<file path="config.mk">
export PLATFORM = sky130hd
export DESIGN_NAME = opb_register_bank_ppc2simulink
export DESIGN_NICKNAME = d
export VERILOG_FILES = /design/src/rtl/opb_register_bank_ppc2simulink_pkg.sv /design/src/rtl/opb_reg_pulse_timer.sv /design/src/rtl/opb_register_bank_ppc2simulink.sv
export SDC_FILE = /design/constraint.sdc
export NUM_CORES = 1
export LEC_CHECK = 0
export ABC_CLOCK_PERIOD_IN_PS = 10300
export CAP_MARGIN = 25
export CORE_MARGIN = 2
export CORE_UTILIZATION = 30
export DETAILED_ROUTE_END_ITERATION = 10
export REMOVE_ABC_BUFFERS = 1
export SLEW_MARGIN = 30
export SYNTH_ARGS = -nofsm -noshare
export SYNTH_HDL_FRONTEND = slang
export SYNTH_HIERARCHICAL = 1
export SYNTH_SLANG_ARGS = --single-unit
</file>
<file path="constraint.sdc">
create_clock -name OPB_Clk -period 10.3 [get_ports OPB_Clk]
set_input_delay 1.03 -clock OPB_Clk [delete_from_list [all_inputs] [get_ports OPB_Clk]]
set_output_delay 1.03 -clock OPB_Clk [all_outputs]
set_load 0.03 [all_outputs]
</file>
<file path="src/rtl/opb_register_bank_ppc2simulink_pkg.sv">
// Shared definitions for the OPB register bank: bus width, FSM states and helpers.
package opb_register_bank_ppc2simulink_pkg;

  localparam int OPB_DW = 32;

  typedef enum logic {
    ST_IDLE,
    ST_ACK
  } opb_state_t;

  function automatic int clog2(input int n);
    int r;
    r = 0;
    for (int i = 0; i < 31; i++) begin
      if ((1 << i) < n) r = i + 1;
    end
    return (r < 1) ? 1 : r;
  endfunction

  // be[3] is OPB_BE[0], which owns user bits [31:24]
  function automatic logic [31:0] be_merge(input logic [31:0] old_w,
                                           input logic [31:0] new_w,
                                           input logic [3:0]  be);
    logic [31:0] res;
    res = old_w;
    for (int b = 0; b < 4; b++) begin
      if (be[b]) res[8*b +: 8] = new_w[8*b +: 8];
    end
    return res;
  endfunction

endpackage

</file>
<file path="src/rtl/opb_reg_pulse_timer.sv">
// Down-counter for one pulse-mode register: load restarts the count, expire flags the 1->0 step.
// A load on the same edge suppresses expiry so a fresh write always survives.
module opb_reg_pulse_timer #(
  parameter logic [15:0] PULSE_LEN = 16'd1
) (
  input  logic clk,
  input  logic rst,
  input  logic load,
  output logic expire
);

  logic [15:0] count_q;

  always_ff @(posedge clk or posedge rst) begin
    if (rst) begin
      count_q <= '0;
    end else if (load) begin
      count_q <= PULSE_LEN;
    end else if (count_q != 16'd0) begin
      count_q <= count_q - 16'd1;
    end
  end

  assign expire = ~load & (count_q == 16'd1);

endmodule

</file>
<file path="src/rtl/opb_register_bank_ppc2simulink.sv">
// OPB slave exposing NUM_REGS byte-writable 32-bit control registers with write strobes.
// Single-cycle ack after each hit; optional per-register self-clearing pulse mode.
module opb_register_bank_ppc2simulink
  import opb_register_bank_ppc2simulink_pkg::*;
#(
  parameter logic [31:0]          C_BASEADDR   = 32'h01188000,
  parameter logic [31:0]          C_HIGHADDR   = 32'h011880FF,
  parameter int                   C_OPB_AWIDTH = 32,
  parameter int                   C_OPB_DWIDTH = 32,
  parameter string                C_FAMILY     = "virtex6",
  parameter int                   NUM_REGS     = 8,
  parameter logic [31:0]          RESET_VAL    = 32'h0,
  parameter logic [NUM_REGS-1:0]  PULSE_REGS   = '0,
  parameter logic [15:0]          PULSE_LEN    = 16'd1
) (
  input  logic                       OPB_Clk,
  input  logic                       OPB_Rst,
  input  logic [0:C_OPB_AWIDTH-1]    OPB_ABus,
  input  logic [0:3]                 OPB_BE,
  input  logic [0:C_OPB_DWIDTH-1]    OPB_DBus,
  input  logic                       OPB_RNW,
  input  logic                       OPB_select,
  input  logic                       OPB_seqAddr,
  output logic [0:C_OPB_DWIDTH-1]    Sl_DBus,
  output logic                       Sl_xferAck,
  output logic                       Sl_errAck,
  output logic                       Sl_retry,
  output logic                       Sl_toutSup,
  output logic [NUM_REGS*32-1:0]     user_data_out,
  output logic [NUM_REGS-1:0]        user_wr_stb
);

  localparam int IW = clog2(NUM_REGS);

  opb_state_t              state_q, state_d;
  logic [31:0]             addr, wdat, offset;
  logic [29:0]             word_idx;
  logic [IW-1:0]           sel;
  logic [3:0]              be;
  logic                    in_win, idx_ok, req, hit;
  logic [NUM_REGS-1:0]     wr_vec, expire, stb_q;
  logic [31:0]             rdat_q;
  logic [NUM_REGS-1:0][31:0] regs;
  logic                    unused_bits;

  assign addr     = OPB_ABus;
  assign wdat     = OPB_DBus;
  assign be       = OPB_BE;
  assign offset   = addr - C_BASEADDR;
  assign word_idx = offset[31:2];
  assign sel      = word_idx[IW-1:0];
  assign in_win   = (addr >= C_BASEADDR) && (addr <= C_HIGHADDR);
  assign idx_ok   = word_idx < 30'(NUM_REGS);
  assign req      = OPB_select & in_win;
  assign hit      = req & (state_q == ST_IDLE);

  assign unused_bits = ^{OPB_seqAddr, offset[1:0]};

  always_ff @(posedge OPB_Clk or posedge OPB_Rst) begin
    if (OPB_Rst) state_q <= ST_IDLE;
    else         state_q <= state_d;
  end

  // ACK always falls back to IDLE, so a held select re-hits only every other cycle
  always_comb begin
    state_d = state_q;
    case (state_q)
      ST_IDLE: if (req) state_d = ST_ACK;
      ST_ACK:  state_d = ST_IDLE;
      default: state_d = ST_IDLE;
    endcase
  end

  always_comb begin
    wr_vec = '0;
    if (hit & ~OPB_RNW & idx_ok) wr_vec[sel] = 1'b1;
  end

  always_ff @(posedge OPB_Clk or posedge OPB_Rst) begin
    if (OPB_Rst) begin
      rdat_q <= '0;
      stb_q  <= '0;
    end else begin
      rdat_q <= (hit & OPB_RNW & idx_ok) ? regs[sel] : 32'h0;
      stb_q  <= wr_vec;
    end
  end

  for (genvar r = 0; r < NUM_REGS; r++) begin : g_reg
    if (PULSE_REGS[r]) begin : g_pulse
      opb_reg_pulse_timer #(.PULSE_LEN(PULSE_LEN)) u_timer (
        .clk    (OPB_Clk),
        .rst    (OPB_Rst),
        .load   (wr_vec[r]),
        .expire (expire[r])
      );
    end else begin : g_hold
      assign expire[r] = 1'b0;
    end
    assign user_data_out[32*r +: 32] = regs[r];
  end

  always_ff @(posedge OPB_Clk or posedge OPB_Rst) begin
    if (OPB_Rst) begin
      for (int r = 0; r < NUM_REGS; r++) regs[r] <= RESET_VAL;
    end else begin
      for (int r = 0; r < NUM_REGS; r++) begin
        if (wr_vec[r])      regs[r] <= be_merge(regs[r], wdat, be);
        else if (expire[r]) regs[r] <= '0;
      end
    end
  end

  assign Sl_xferAck  = (state_q == ST_ACK);
  assign Sl_DBus     = rdat_q;
  assign user_wr_stb = stb_q;
  assign Sl_errAck   = 1'b0;
  assign Sl_retry    = 1'b0;
  assign Sl_toutSup  = 1'b0;

endmodule

</file>
After elaboration in Yosys (flattened, before gate mapping):

Cells that the tools add are included.

* register bits after elaboration: 297
* latch bits: 0
* memory bits (writable): 0
* memory bits (read-only): 0
* output and inout port bits: 300
* logic and storage cells: 91
* memories kept: 0

* $add $sub $neg: 1
* multipliers: 0
* divide/modulo/power cells: 0
* magnitude comparators: 5
* equal/unequal tests: 0
* shift operators: 0
* muxes and demuxes: 8
* bitwise logic cells: 8
* reduce and logical (&&, ||, !) cells: 34

Operators with widths (count)
* $bmux 32 s3: 1
* $mux 32: 2
* $reduce_and 2->1: 32
* $ge 32x25->1 const B: 1
* $le 32x25->1 const B: 1
* $sub 32x25->32 const B: 1
* $lt 30x4->1 const B: 1
* $mux 8: 1
* $and 1x1->1: 6
* $lt 3x4->1 const B: 1
* $demux 1 s3: 1
* $ge 3x1->1 const B: 1
* $logic_and 1x1->1: 2
* $mux 1: 2
* $not 1->1: 2
* $pmux 1 s2: 1

Longest topological paths before layout:

Gate-level depths: netlist (run 1).

* depth after elaboration: 8
* depth in mapped cells: 11

Least setup slack after synthesis (run 1):

OpenSTA, ideal clock, no wires.

* path type: input -> register
* start: input OPB_ABus[15] (netlist name)
* end: register regs, in the netlist user_data_out[224]
* library setup time: 0.125 ns
* data arrival time: 3.262 ns
* slack: 6.913 ns
* stages on the path: 11
* buffers on the path: 3
* path through: inv_1 ha_1 or3b_1 buf_2 mux2i_1 nor3_1 and4_1 buf_6 buf_12 nand4_4 mux2_4

* cells in the longest elaborated chain, start to end: 8
* elaborated cells between the ends (all ways): 11
* classes of those cells: 1 x add/sub; 3 x order compare; 1 x mux; 4 x bitwise; 2 x reduce/logical

RTL lines
* start, declared: RTL line opb_register_bank_ppc2simulink.sv:18 `input logic [0:C_OPB_AWIDTH-1] OPB_ABus,`
* branches (longest 5 deep; another with $sub 32x25->32)
* $and 1x1->1 (*): RTL line opb_register_bank_ppc2simulink.sv:76 `if (hit & ~OPB_RNW & idx_ok) wr_vec[sel] = 1'b1;`
* $mux 8 (*): RTL line opb_register_bank_ppc2simulink.sv:76
* $reduce_and 2->1 (no source line) (*)
* end signal, assigned by index: RTL line opb_register_bank_ppc2simulink.sv:108 `if (wr_vec[r]) regs[r] <= be_merge(regs[r], wdat, be);`
* end, declared: RTL line opb_register_bank_ppc2simulink.sv:43 `logic [NUM_REGS-1:0][31:0] regs;`

Mark *: on every way between the ends.
A chain may end at the register's enable or synchronous reset.

Final worst setup path (run 1):

* start: input OPB_ABus[29] (netlist name)
* end: register rdat_q[20] (netlist: Sl_DBus[11])

* cells in the longest elaborated chain, start to end: 7
* elaborated cells between the ends (all ways): 12
* classes of those cells: 1 x add/sub; 3 x order compare; 3 x mux; 4 x bitwise; 1 x reduce/logical

RTL lines
* branches (longest 6 deep; another with $sub 32x25->32)
* $mux 32 (*): RTL line opb_register_bank_ppc2simulink.sv:84 `rdat_q <= (hit & OPB_RNW & idx_ok) ? regs[sel] : 32'h0;`
* end signal, assigned: RTL line opb_register_bank_ppc2simulink.sv:84
* end, declared: RTL line opb_register_bank_ppc2simulink.sv:42 `logic [31:0] rdat_q;`

Mark *: on every way between the ends. The select of a mux whose other input is x is not followed.

==> flow_metrics.env, run 1 <==
export IMPL_drive_gt1_frac=0.2568
export IMPL_rrSetupSlack_ns=7.26
export IMPL_syn_area_mm2=0.01312
export IMPL_p_per_area_mw_per_mm2=137.5
export IMPL_cts_tree="yes"
export IMPL_pwr_share_comb=0.063
export IMPL_avgRoutedWirePerCell_um=25.41
export IMPL_regToRegStartpoint="Sl_xferAck$_DFF_PP0_"
export IMPL_startpoint="OPB_ABus[29]"
export IMPL_numCtsBuffers=35
export IMPL_fin_skew_ns=0.008232
export IMPL_grt_setup_unrepaired="no"
export IMPL_clockPowerShare=0.482
export IMPL_yosysWarnings=6
export IMPL_cts_root_buf="clkbuf_16"
export IMPL_coreArea_mm2=0.04317
export IMPL_start_util=0.3040
export IMPL_finalSetupViolations=0
export IMPL_postCtsSetupBuffers=0
export IMPL_ys_types=58
export IMPL_n_fill_cell=4067
export IMPL_synthTopCellsByArea="dfrtp_1, mux2_2, o22ai_1"
export IMPL_p_sw_frac=0.2328
export IMPL_switchingPower_w=0.0005965
export IMPL_post_route_drc_count=0
export IMPL_seq_power_share=0.455
export IMPL_hold_buffers=0
export IMPL_avgSynthCellArea_um2=13.79
export IMPL_grt_pass1_vias=10550
export IMPL_post_cts_resize_count=0
export IMPL_htree_levels=2
export IMPL_worst_pin_slew_ns=1.024
export IMPL_synth_mux_area_frac=0.2341
export IMPL_final_cell_area_mm2=0.01863
export IMPL_ys_flop_type="dfrtp_1"
export IMPL_slew_headroom=0.3152
export IMPL_fin_crit_ns=4.460
export IMPL_ys_seq_elements=297
export IMPL_hold_path_startpoint="user_data_out[147]$_DFFE_PP0P_"
export IMPL_cp_max_fo=34
export IMPL_clock_fmax_mhz=224.2
export IMPL_die_width_um=213.2
export IMPL_cap_violations=0
export IMPL_intPower_w=0.001966
export IMPL_area_delta_synth_final_pct=41.96
export IMPL_syn_inst=952
export IMPL_die_area_mm2=0.04544
export IMPL_ant_nets=0
export IMPL_ys_seq_area_frac=0.5663
export IMPL_yosys_area_top_type_share=0.5663
export IMPL_hpwl_mm=32.47
export IMPL_start_kind="primary input"
export IMPL_worstPathArrival_ns=4.87
export IMPL_dpl_cell_area_mm2=0.01747
export IMPL_async_reset_ff_frac=1.000
export IMPL_irDropWorstVdd_mv=0.09440
export IMPL_drv_slew=0
export IMPL_finalCritPeriodShare=0.4330
export IMPL_hp_class="reg2reg"
export IMPL_synth_compound_area_frac=0.07141
export IMPL_gp_congestion=0.7972
export IMPL_rows=76
export IMPL_wirelength_mm=49.34
export IMPL_grt_usage=0.2176
export IMPL_clk_path_buf_depth=3
export IMPL_io_buffers=368
export IMPL_synth_edff_count=0
export IMPL_synth_top_family_by_area="multiplexers"
export IMPL_grt_pass1_wl_mm=71.65
export IMPL_path_clk_slew_ns=0.06
export IMPL_synthXorXnorAreaFrac=0.0006674
export IMPL_avgViaCountPerCell=5.234
export IMPL_insertion_delay_ns=0.53
export IMPL_finalHoldViolCount=0
export IMPL_status="finished clean"
export IMPL_drt_iter0_drc=567
export IMPL_critical_path_class="in2reg"
export IMPL_grt_max_degree=82
export IMPL_synthAdderAreaFrac=0.001907
export IMPL_cts_sinks=297
export IMPL_via_count=10170
export IMPL_p_leak_nw=8.429
export IMPL_synthSimpleGateAreaFrac=0.1053
export IMPL_layout_nets=1404
export IMPL_die_height_um=213.2
export IMPL_finalSetupTns_ns=0
export IMPL_overflow=0
export IMPL_drt_first_pass_iters=5
export IMPL_antenna_found_initial=2
export IMPL_post_synth_top_area_cell="dfrtp_1"
export IMPL_endpoint_kind="flip-flop"
export IMPL_ios=373
export IMPL_required_ns=10.71
metal layers:
layer	vias to the layer above	share of wire	GRT usage
met3	84	0.073	0.05486
met4	2	0.031	0.07807
met1	5259	0.43	0.2845
met5	-	0.00026	0
met2	402	0.47	0.3497
li1	4418	-	-
power by group through the flow:
stage	Clock (W)	Sequential [W]	Combinational (W)
2_1_floorplan	0	0.00119	0.0000703
3_3_place_gp	0	0.00119	0.000161
3_5_place_dp	0	0.00119	0.000162
4_1_cts	0.00127	0.00117	0.000163
5_1_grt	0.00132	0.00117	0.000175
6_report	0.00124	0.00117	0.000160
worst max-delay path, cell delays in order:
cell and delay (ns):
clkdlybuf4s50_1 0.40, buf_4 0.23, nor3_2 0.70, o2111ai_1 0.29, a2111oi_4 0.39, buf_4 0.53
and4_1 0.36, nand2_4 0.40, nor4_1 0.48
cell families after synthesis:
| kind of cell | Yosys count |
|---|---|
| AOI/OAI and AO/OA | 129 |
| other | 1 |
| muxes | 273 |
| xor gates and xnor gates | 1 |
| adders and majority gates | 2 |
| buffers and inverters | 54 |
| and+or+nand+nor | 195 |
| DFF | 297 |
synthesized netlist by cell type (9+ instances only):
cell,count
nand2b_1,10
o22ai_1,70
nor3_1,9
nor4_1,32
nor2_4,14
o221ai_1,32
mux2_2,225
clkbuf_1,28
mux2i_1,17
mux2_1,26
nand4_1,16
nand2_1,33
dfrtp_1,297
nor2_1,30
nand4_4,11
placed cells by master, fill, tap and decap left out, types with 14 or more instances in the layout:
master	Yosys	layout
o221ai_1	32	32
nand2_1	33	25
clkbuf_16	0	37
nor2_4	14	14
nand4_1	16	16
mux2_2	225	225
nor4_1	32	32
dfrtp_1	297	297
mux2i_1	17	17
clkdlybuf4s50_1	0	366
nor2_1	30	30
o22ai_1	70	70
mux2_1	26	26
state kept, by name, summed over array words and instances, names as in the netlist:
name,cells
user_wr_stb,8
Sl_xferAck,1
Sl_DBus,32
user_data_out,256
path summary, 6_finish.rpt:
kind,to,cells past startpoint
worst max-delay path,Sl_DBus[11]$_DFF_PP0_,9
worst min-delay path,user_data_out[147]$_DFFE_PP0P_,1
worst max register to register,Sl_DBus[11]$_DFF_PP0_,7
worst min register to register,user_data_out[147]$_DFFE_PP0P_,1
max in group asynchronous,user_data_out[9]$_DFFE_PP0P_,4
min in group asynchronous,user_data_out[103]$_DFFE_PP0P_,2
area by class of cell:
| class | count | area [um2] | area share |
|---|---|---|---|
| Clock buffer | 54 | 1080 | 0.05796 |
| Multi-Input combinational cell | 603 | 5470 | 0.2936 |
| Antenna cell | 2 | 5.005 | 0.0002686 |
| Timing Repair Buffer | 383 | 3797 | 0.2038 |
| Tap cell | 585 | 732.0 | 0.03929 |
| Clock inverter | 9 | 72.57 | 0.003895 |
| Sequential cell | 297 | 7432 | 0.3989 |
| Inverter | 9 | 41.29 | 0.002216 |
metrics by stage:
| stage | power, W | worst slack (ns) | hold slack [ns] | util | instances |
|---|---|---|---|---|---|
| global route | 0.002662 | 5.647 | 0.5378 | 0.4315 | 1941 |
| global placement | 0.001349 | 5.000 | 0.4887 | 0.4041 | 1877 |
| finish | 0.002562 | 5.840 | 0.5157 | 0.4315 | 1942 |
| CTS | 0.002598 | 5.889 | 0.5183 | 0.4313 | 1940 |
| detailed placement | 0.001350 | 5.329 | 0.5060 | 0.4046 | 1877 |
| floorplan | 0.001259 | 1.066 | 0.7001 | - | 909 |
No activity file was read; power rests on OpenSTA's default activity.
==> inputs of run 2 (changes only) <==
- ABC_CLOCK_PERIOD_IN_PS: 10300 -> 4140
- clock period: 10.3 -> 4.14 ns (I/O delays scaled with it)
==> flow_metrics.env, run 2 (same netlist as run 1, synthesis figures left out) <==
export IMPL_status="finished clean"
export IMPL_cp_max_fo=16
export IMPL_cts_root_buf="clkbuf_16"
export IMPL_rows=76
export IMPL_hp_class="in2reg"
export IMPL_clock_fmax_mhz=311.1
export IMPL_fin_skew_ns=0.008962
export IMPL_finalSetupTns_ns=0
export IMPL_antenna_found_initial=4
export IMPL_grt_usage=0.2199
export IMPL_grt_setup_unrepaired="no"
export IMPL_area_delta_synth_final_pct=43.67
export IMPL_die_area_mm2=0.04544
export IMPL_hold_buffers=0
export IMPL_die_height_um=213.2
export IMPL_finalCritPeriodShare=0.7765
export IMPL_slew_headroom=0.3472
export IMPL_ant_nets=0
export IMPL_start_util=0.3040
export IMPL_ios=373
export IMPL_instances_no_fill=1963
export IMPL_coreArea_mm2=0.04317
export IMPL_drv_slew=0
export IMPL_grt_pass1_vias=10710
export IMPL_gp_congestion=0.8288
export IMPL_mostFrequentLayoutCell="clkdlybuf4s50_1"
export IMPL_irDropWorstVdd_mv=0.2521
export IMPL_htree_levels=2
export IMPL_cts_sinks=297
export IMPL_required_ns=4.56
export IMPL_avgRoutedWirePerCell_um=25.68
export IMPL_drt_first_pass_iters=4
export IMPL_insertion_delay_ns=0.53
export IMPL_finalHoldViolCount=0
export IMPL_worst_pin_slew_ns=0.9756
export IMPL_via_count=10250
export IMPL_largest_reg_flops=256
export IMPL_post_route_drc_count=0
export IMPL_p_per_area_mw_per_mm2=338.2
export IMPL_wirelength_mm=50.41
export IMPL_placed_cells=1901
export IMPL_numCtsBuffers=35
export IMPL_cap_violations=0
export IMPL_p_leak_nw=8.533
export IMPL_postCtsSetupBuffers=0
export IMPL_cts_tree="yes"
export IMPL_io_buffers=368
export IMPL_clk_path_buf_depth=3
export IMPL_hpwl_mm=34.50
export IMPL_worstPathArrival_ns=3.63
export IMPL_finalSetupViolations=0
export IMPL_grt_pass1_wl_mm=72.53
export IMPL_drive_gt1_frac=0.2669
export IMPL_layout_common_cells="clkdlybuf4s50_1, dfrtp_1, mux2_2, o22ai_1, clkbuf_16"
export IMPL_path_clk_slew_ns=0.06
export IMPL_start_kind="primary input"
export IMPL_die_width_um=213.2
export IMPL_drt_iter0_drc=501
export IMPL_endpoint_kind="flip-flop"
export IMPL_post_cts_resize_count=0
export IMPL_overflow=0
export IMPL_critical_path_class="in2reg"
export IMPL_layout_nets=1428
export IMPL_fin_crit_ns=3.215
export IMPL_grt_max_degree=128
export IMPL_avgViaCountPerCell=5.223
run 2: changes by cell type in the layout (fill, tap and decap cells not counted):
cell	change
buf_4	+20
buf_12	+7
clkinv_2	-4
buf_6	-3
nand2_2	+3
nand2_4	-3
clkbuf_1	+1
clkinv_8	+1
clkinvlp_4	-1
diode_2	+1
inv_8	-1
run 2: layout make-up:
class	count	area (um2)
antenna	3	7.507
timing repair buffer	407	4054
inverter	9	46.29
tap	585	732.0
multi-input combinational	603	5455
fill	4101	24320
clock buffer	55	1084
sequential	297	7432
clock inverter	4	45.04
run 2: metal layers:
metal / vias up / part of all wire / global-route usage
met4: 4 / 0.027 / 0.07807
met2: 386 / 0.47 / 0.3556
li1: 4458 / - / -
met5: - / 0.00060 / 0
met3: 79 / 0.065 / 0.05133
met1: 5326 / 0.44 / 0.2886
run 2: worst paths after layout:
kind	start	end	slack (ns)	depth (start not counted)
worst max register to register	Sl_xferAck$_DFF_PP0_	Sl_DBus[31]$_DFF_PP0_	1.43	7
worst min-delay path	OPB_ABus[28]	Sl_DBus[14]$_DFF_PP0_	0.36	4
worst max-delay path	OPB_ABus[16]	user_data_out[171]$_DFFE_PP0P_	0.93	10
min in group asynchronous	OPB_Rst	Sl_DBus[24]$_DFF_PP0_	0.38	2
max in group asynchronous	OPB_Rst	Sl_DBus[1]$_DFF_PP0_	2.87	3
worst min register to register	user_data_out[147]$_DFFE_PP0P_	user_data_out[147]$_DFFE_PP0P_	0.51	1
run 2: per-stage QoR:
step           total power [W]  area, um2    util  hold WS, ns  setup WS, ns
6_report              0.006376      18860  0.4368       0.3576        0.9252
5_1_grt               0.006614      18850  0.4367       0.3757        0.7362
3_5_place_dp          0.003379      17710  0.4103       0.4945        0.3715
2_1_floorplan         0.003132      12900       -       0.5457        -4.478
3_3_place_gp          0.003374      17710  0.4103       0.4944        0.4411
4_1_cts               0.006458      18840  0.4365       0.3452        0.9407
run 2: critical path: stages:
cell and delay (ns):
clkdlybuf4s50_1 0.51, inv_1 0.10, ha_1 0.19, or3b_1 0.45, mux2i_1 0.17, nor3_1 0.39, and4_1 0.31, buf_12 0.21
nand4_2 0.43, mux2_2 0.43
run 2: power breakdown:
group	total [W]	internal (W)	leakage (nW)	switching, W
Combinational	0.000421	0.000146	3.82	0.000275
Clock	0.00305	0.00185	0.557	0.00120
Sequential	0.00290	0.00290	4.15	0.0000000000000997
Total	0.00638	0.00490	8.53	0.00148
==> inputs of run 3 (changes only) <==
- ABC_CLOCK_PERIOD_IN_PS: 4140 -> 2900
- clock period: 4.14 -> 2.9 ns (I/O delays scaled with it)
==> flow_metrics.env, run 3 (same netlist as run 1, synthesis figures left out) <==
export IMPL_status="finished clean"
export IMPL_slew_headroom=0.5615
export IMPL_critPathSlowestCell="clkdlybuf4s50_1"
export IMPL_n_fill_cell=3956
export IMPL_layout_common_cells="clkdlybuf4s50_1, dfrtp_1, mux2_2, o22ai_1, buf_4"
export IMPL_wirelength_mm=50.42
export IMPL_hold_buffers=0
export IMPL_post_route_drc_count=0
export IMPL_cp_top_family="simple AND/OR/NAND/NOR gates"
export IMPL_overflow=0
export IMPL_irDropWorstVdd_mv=0.2968
export IMPL_finalCritPeriodShare=0.9374
export IMPL_fin_crit_ns=2.718
export IMPL_start_util=0.3040
export IMPL_required_ns=3.37
export IMPL_drive_gt1_frac=0.3026
export IMPL_die_width_um=213.2
export IMPL_grt_pass1_vias=11130
export IMPL_clk_path_buf_depth=3
export IMPL_numCtsBuffers=35
export IMPL_placed_cells=1965
export IMPL_p_leak_nw=8.984
export IMPL_worstPathArrival_ns=3.19
export IMPL_cp_max_fo=11
export IMPL_ios=373
export IMPL_crit_chain="clkdlybuf4s50_1 > buf_4 > ha_1 > nor4b_1 > o2111ai_1 > a2111oi_4 > and4_1 > nand2_2 > buf_12 > nor4_1 > buf_4"
export IMPL_grt_max_degree=57
export IMPL_hpwl_mm=35.69
export IMPL_utilization=0.4570
export IMPL_finalSetupTns_ns=0
export IMPL_mostFrequentLayoutCell="clkdlybuf4s50_1"
export IMPL_cap_violations=0
export IMPL_layout_nets=1495
export IMPL_critical_path_class="in2reg"
export IMPL_htree_levels=2
export IMPL_cts_tree="yes"
export IMPL_finalSetupViolations=0
export IMPL_finalHoldViolCount=0
export IMPL_drv_slew=0
export IMPL_drt_first_pass_iters=5
export IMPL_hp_class="in2async"
export IMPL_start_kind="primary input"
export IMPL_via_count=10540
export IMPL_avgViaCountPerCell=5.193
export IMPL_total_power_w=0.009163
export IMPL_gp_congestion=0.8375
export IMPL_cts_sinks=297
export IMPL_grt_usage=0.2220
export IMPL_insertion_delay_ns=0.54
export IMPL_crit_top_cell="buf_4"
export IMPL_worst_pin_slew_ns=0.6570
export IMPL_drt_iter0_drc=628
export IMPL_rows=76
export IMPL_clock_fmax_mhz=367.9
export IMPL_ant_nets=0
export IMPL_path_clk_slew_ns=0.06
export IMPL_largest_reg_flops=256
export IMPL_grt_setup_unrepaired="no"
export IMPL_cpPeakStageDelay_ns=0.50
export IMPL_fin_skew_ns=0.02016
export IMPL_coreArea_mm2=0.04317
export IMPL_holdWs_ns=0.1943
export IMPL_path_buf_inv=4
export IMPL_endpoint_kind="flip-flop"
export IMPL_area_delta_synth_final_pct=50.34
export IMPL_p_per_area_mw_per_mm2=464.4
export IMPL_die_area_mm2=0.04544
export IMPL_die_height_um=213.2
export IMPL_io_buffers=368
export IMPL_cts_root_buf="clkbuf_16"
export IMPL_antenna_found_initial=3
export IMPL_instances_no_fill=2030
export IMPL_grt_pass1_wl_mm=73.94
export IMPL_avgRoutedWirePerCell_um=24.84
run 3: stage by stage:
stage | setup WS, ns | instance area (um2)
floorplan | -5.594 | 12900
global placement | -0.3460 | 18530
detailed placement | -0.4155 | 18540
CTS | 0.1373 | 19670
global route | 0.03062 | 19730
finish | 0.1816 | 19730
run 3: final timing paths:
check,from,to,slack [ns],cells past startpoint
setup / recovery,OPB_ABus[16],Sl_DBus[2]$_DFF_PP0_,0.18,11
hold / removal,OPB_Rst,user_data_out[103]$_DFFE_PP0P_,0.19,2
setup reg to reg,Sl_xferAck$_DFF_PP0_,Sl_DBus[2]$_DFF_PP0_,0.40,8
hold reg to reg,user_data_out[147]$_DFFE_PP0P_,user_data_out[147]$_DFFE_PP0P_,0.52,1
max in group asynchronous,OPB_Rst,Sl_DBus[4]$_DFF_PP0_,2.00,3
min in group OPB_Clk,OPB_ABus[27],Sl_DBus[1]$_DFF_PP0_,0.47,5
run 3: repair_timing:
action | 4_1_cts | 5_1_grt
resized for setup | 0 | 2
endpoints found under the setup margin | 0 | 11
buffers inserted | 0 | 3
run 3: layout make-up:
type                    count  area [um2]  area share
repair buffers            474        4920      0.2493
clock buffers              53        1036     0.05251
inverters                   9       41.29    0.002093
clock inverters             8       100.1    0.005073
diodes                      1       2.502   0.0001268
multi-input cells         603        5466      0.2771
flip-flops and latches    297        7432      0.3767
well taps                 585       732.0     0.03710
run 3: metal layers:
metal  share of wire  vias up  GRT usage
li1                -     4584          -
met1            0.42     5401     0.2920
met2            0.47      454     0.3607
met3           0.072       99    0.04707
met4           0.029        4    0.08142
met5         0.00061        -          0
run 3: power breakdown:
group / leakage (nW) / switching [W] / total [W] / internal, W
sequential: 4.15 / 0.000000000000178 / 0.00415 / 0.00415
clock: 0.553 / 0.00172 / 0.00437 / 0.00264
combinational: 4.28 / 0.000401 / 0.000653 / 0.000252
total: 8.98 / 0.00212 / 0.00916 / 0.00704
